$ cat src/rtl/fetch_unit.sv
// fetch_unit: in-order ARM fetch stage with credit-limited imem requests, prefetch FIFO
// and redirect squashing of in-flight responses.
module fetch_unit #(
  parameter int ADDR_W = 32,
  parameter logic [ADDR_W-1:0] RESET_PC = '0,
  parameter int DEPTH = 4
) (
  input  logic              clk,
  input  logic              reset,
  output logic              imem_req,
  output logic [ADDR_W-1:0] imem_addr,
  input  logic              imem_ready,
  input  logic              imem_rvalid,
  input  logic [31:0]       imem_rdata,
  output logic              instr_valid,
  input  logic              instr_ready,
  output logic [31:0]       instr,
  output logic [3:0]        cond,
  output logic [1:0]        op,
  output logic [5:0]        funct,
  output logic [3:0]        rd,
  output logic [ADDR_W-1:0] pc_plus8,
  input  logic              redirect,
  input  logic [ADDR_W-1:0] redirect_pc
);
  localparam int AW = $clog2(DEPTH);
  localparam int CW = $clog2(DEPTH + 1);
  logic [ADDR_W-1:0] fetch_pc, head_pc, target;
  logic [31:0]       mem [DEPTH];
  logic [AW-1:0]     rd_ptr, wr_ptr;
  logic [CW-1:0]     count, outstanding, discard;
  logic [CW:0]       credits;
  logic              accept, resp, push, pop;
  // Buffered words plus in-flight requests may never exceed the FIFO size.
  assign credits     = {1'b0, outstanding} + {1'b0, count};
  assign imem_req    = !reset && !redirect && credits < (CW + 1)'(DEPTH);
  assign imem_addr   = fetch_pc;
  assign accept      = imem_req && imem_ready;
  assign resp        = imem_rvalid && outstanding != '0;
  assign push        = resp && discard == '0;
  assign instr_valid = count != '0;
  assign pop         = instr_valid && instr_ready;
  assign instr       = instr_valid ? mem[rd_ptr] : '0;
  assign cond        = instr[31:28];
  assign op          = instr[27:26];
  assign funct       = instr[25:20];
  assign rd          = instr[15:12];
  assign pc_plus8    = head_pc + ADDR_W'(8);
  assign target      = redirect_pc & ~ADDR_W'(3);
  always_ff @(posedge clk) begin
    if (reset) begin
      fetch_pc    <= RESET_PC;
      head_pc     <= RESET_PC;
      rd_ptr      <= '0;
      wr_ptr      <= '0;
      count       <= '0;
      outstanding <= '0;
      discard     <= '0;
    end else if (redirect) begin
      fetch_pc    <= target;
      head_pc     <= target;
      rd_ptr      <= '0;
      wr_ptr      <= '0;
      count       <= '0;
      outstanding <= outstanding - CW'(resp);
      discard     <= outstanding - CW'(resp);
    end else begin
      if (accept) fetch_pc <= fetch_pc + ADDR_W'(4);
      if (pop) head_pc <= head_pc + ADDR_W'(4);
      if (pop) rd_ptr <= rd_ptr + 1'b1;
      if (push) mem[wr_ptr] <= imem_rdata;
      if (push) wr_ptr <= wr_ptr + 1'b1;
      if (resp && discard != '0) discard <= discard - 1'b1;
      count       <= count + CW'(push) - CW'(pop);
      outstanding <= outstanding + CW'(accept) - CW'(resp);
    end
  end
endmodule
$ cat config.mk
export PLATFORM = sky130hd
export DESIGN_NAME = fetch_unit
export DESIGN_NICKNAME = d
export VERILOG_FILES = /design/src/rtl/fetch_unit.sv
export SDC_FILE = /design/constraint.sdc
export NUM_CORES = 1
export LEC_CHECK = 0
export ABC_AREA = 1
export CAP_MARGIN = 20
export CORE_MARGIN = 4
export CORE_UTILIZATION = 48
export CTS_BUF_LIST = sky130_fd_sc_hd__clkbuf_16
export DETAILED_ROUTE_END_ITERATION = 7
export PLACE_DENSITY = 0.76
export SYNTH_ARGS = -nofsm -noshare
export SYNTH_HDL_FRONTEND = slang
export SYNTH_SLANG_ARGS = --single-unit
$ cat constraint.sdc
create_clock -name clk -period 3.1 [get_ports clk]
set_input_delay 0.62 -clock clk [delete_from_list [all_inputs] [get_ports clk]]
set_output_delay 0.62 -clock clk [all_outputs]
set_load 0.01 [all_outputs]
==> metrics <==
Max Cap Viol=0; final total power=approximately 7000 uW; Area growth syn-to-layout=27.39%; crit path DAT=2.38 ns; final cell utilization of the core=62.13%; GRT busiest layer=met2; Layout Nets=around 1600; R2R setup slack=roughly 0.60 ns; H-tree Lvls=1; clock latency on the worst-skew pair=about 0.52 ns; ys flop type=edfxtp_1; fin crit period=about 3 ns; die area=between 20000 and 25000 sq um; Mapped Area=10640 sq um; Peak VDD IR=~0.37 mV; worst path cell trace=ha_2 > inv_1 > nor2_4 > nand2_4 > xor2_1 > clkdlybuf4s50_1; Post-Syn Instances=between 1000 and 1500; Ports=between 150 and 200; max incr delay on CP=~0.6 ns; grt met3 use=between 3 and 4%; Avg Cell Area, Syn=about 8 sq um; startpoint types=register; CTS tree=built; Horiz. Die Dim=between 150 and 200 um; largest net degree at the start of global routing=65; Max Slew Vio Count=0; hold crit path type=reg -> reg; Setup WS pre-CTS=roughly 0.10 ns; row cnt=54; flops & latches, synth=203; Num CTS Buffers=23; Post-synth EDFFs=128; final setup skew=approximately 0.012 ns; Worst EP required=between 2 and 2.5 ns; initial antenna violation count=0; met1 usage=between 30% and 40%; Placed Cells=around 1700; Worst setup EP type=output port; IO Port Bufs=around 180; Slowest cell on crit path=clkdlybuf4s50_1; number of global-route vias before repair=9029; Setup-failing EPs final=0; Yosys cell types=38; DRT iter0 DRCs=737; period utilization=about 97%; Routed Antenna Nets=0; final worst setup slack=a little under 0.1 ns; Starting Density=about half; critical path class=reg -> out; FFs w/ async S/R, synth=0%; outcome=finished clean; Residual DRC=0; Vias/cell=between 5 and 6; clock buffer depth=3; via count=roughly 9500; RePlAce Congestion=0.9074; Hold Vio Cnt, Final=0; Worst slew margin=between 40% and 50%; Max FO, Critical Path=6; fmax=roughly 0.33 GHz; Detailed Route WL=28950 um; Post-Layout Cell Count=~1800; RSZ-0062 raised after global routing=yes; commonest non-fill, non-tap cell in the layout=nand2_1; most frequent cells in the layout=nand2_1, nor2_1, clkdlybuf4s50_1; Ys Warns=0; GRT Total Usage=roughly 23%; first-pass GRT wire length=between 40000 and 50000 um; WHS=roughly 0.47 ns; die height=156.9 um; clock transition at the registers of the reported paths=about 0.060 ns; WL/cell=about 16 um; Pwr Density=518.2 nW/um^2; sequential area share after synthesis=between 50 and 60%; worst-margin pin slew=roughly 0.75 ns; Root Driver=clkbuf_16; Pre-antenna DRT Iters=6; layout cells sized above 1=9.420%; core area=between 20000 and 25000 sq um; leakage=a little over 0.005 uW; DP Wirelength=approximately 20000 um; met2 Track Usage GR=a little under two fifths; GRT overflow=0; # clock sinks=203
critical path: cells and delay by family, from the launching register on:
kind          cells  cell delay (ns)
xor+xnor          1             0.29
flops             1             0.37
simple gates      2             0.25
fa+ha+maj         1             0.23
buf+inv           2             0.71
sequential cells by signal (all words and copies together) (netlist names), named ones only:
signal	cells
mem	128
rd_ptr	2
wr_ptr	2
imem_addr	30
discard	3
head_pc	30
count	3
outstanding	3
power breakdown:
part	switching [uW]	internal (uW)	total, uW	leakage [uW]
Combinational	723	637	1360	0.00304
Sequential	134	2990	3130	0.00177
Clock	1090	1450	2540	0.000373
synth_stat cells, types with 12 or more instances:
library cell | count | area (sq um)
clkbuf_1 | 29 | 108.9
nand2_1 | 278 | 1044
inv_1 | 125 | 469.2
a21oi_1 | 94 | 470.5
ha_1 | 17 | 212.7
nand3_1 | 85 | 425.4
xor2_1 | 34 | 297.8
nor2_1 | 242 | 908.4
edfxtp_1 | 128 | 3844
dfxtp_1 | 75 | 1501
buf_4 | 23 | 172.7
buf_2 | 12 | 60.06
o21ai_0 | 113 | 565.5
nor2_2 | 13 | 81.33
metal layers:
layer,share of wire [%],vias up
met5,0,-
met3,7.7,65
li1,-,4663
met4,3.8,0
met2,47,370
met1,41,4373
metrics by stage:
stage / setup TNS, ns / instance area, sq um
finish: 0 / 13560
global route: -0.01497 / 13560
CTS: 0 / 13400
detailed placement: 0 / 12640
global placement: 0 / 12640
floorplan: 0 / 10650
logic make-up after synthesis:
logic type                 Yosys count  share of synthesized area [%]
and+or+nand+nor                    644                          25.02
buffers and inverters              199                          8.135
AOI/OAI and AO/OA                  226                          10.92
xor gates and xnor gates            40                          3.292
other                                1                        0.03524
DFF                                203                          50.22
adders and majority gates           19                          2.375
worst paths after layout:
kind / start / endpoint / cells past startpoint
setup / recovery: head_pc[4] / pc_plus8[11] / 6
hold / removal: rd_ptr[1] / register / 2
setup reg to reg: outstanding[1] / outstanding[2] / 12
hold reg to reg: rd_ptr[1] / register / 2
area by class of cell:
cell class	instances	area, sq um
Clock buffer	23	575.6
Sequential cell	203	5366
Clock inverter	19	136.4
Fill cell	1866	8265
Multi-Input combinational cell	933	4542
Antenna cell	1	2.502
Tap cell	280	350.3
Timing Repair Buffer	211	2093
Inverter	129	491.7
repair_timing:
item,CTS,global route
hold buffers,0,0
endpoints found under the hold margin,0,0
setup endpoints to repair,43,68
gates resized for setup,15,40
buffers inserted,3,6
pin swaps,0,1
(Power assumes the default switching activity.)
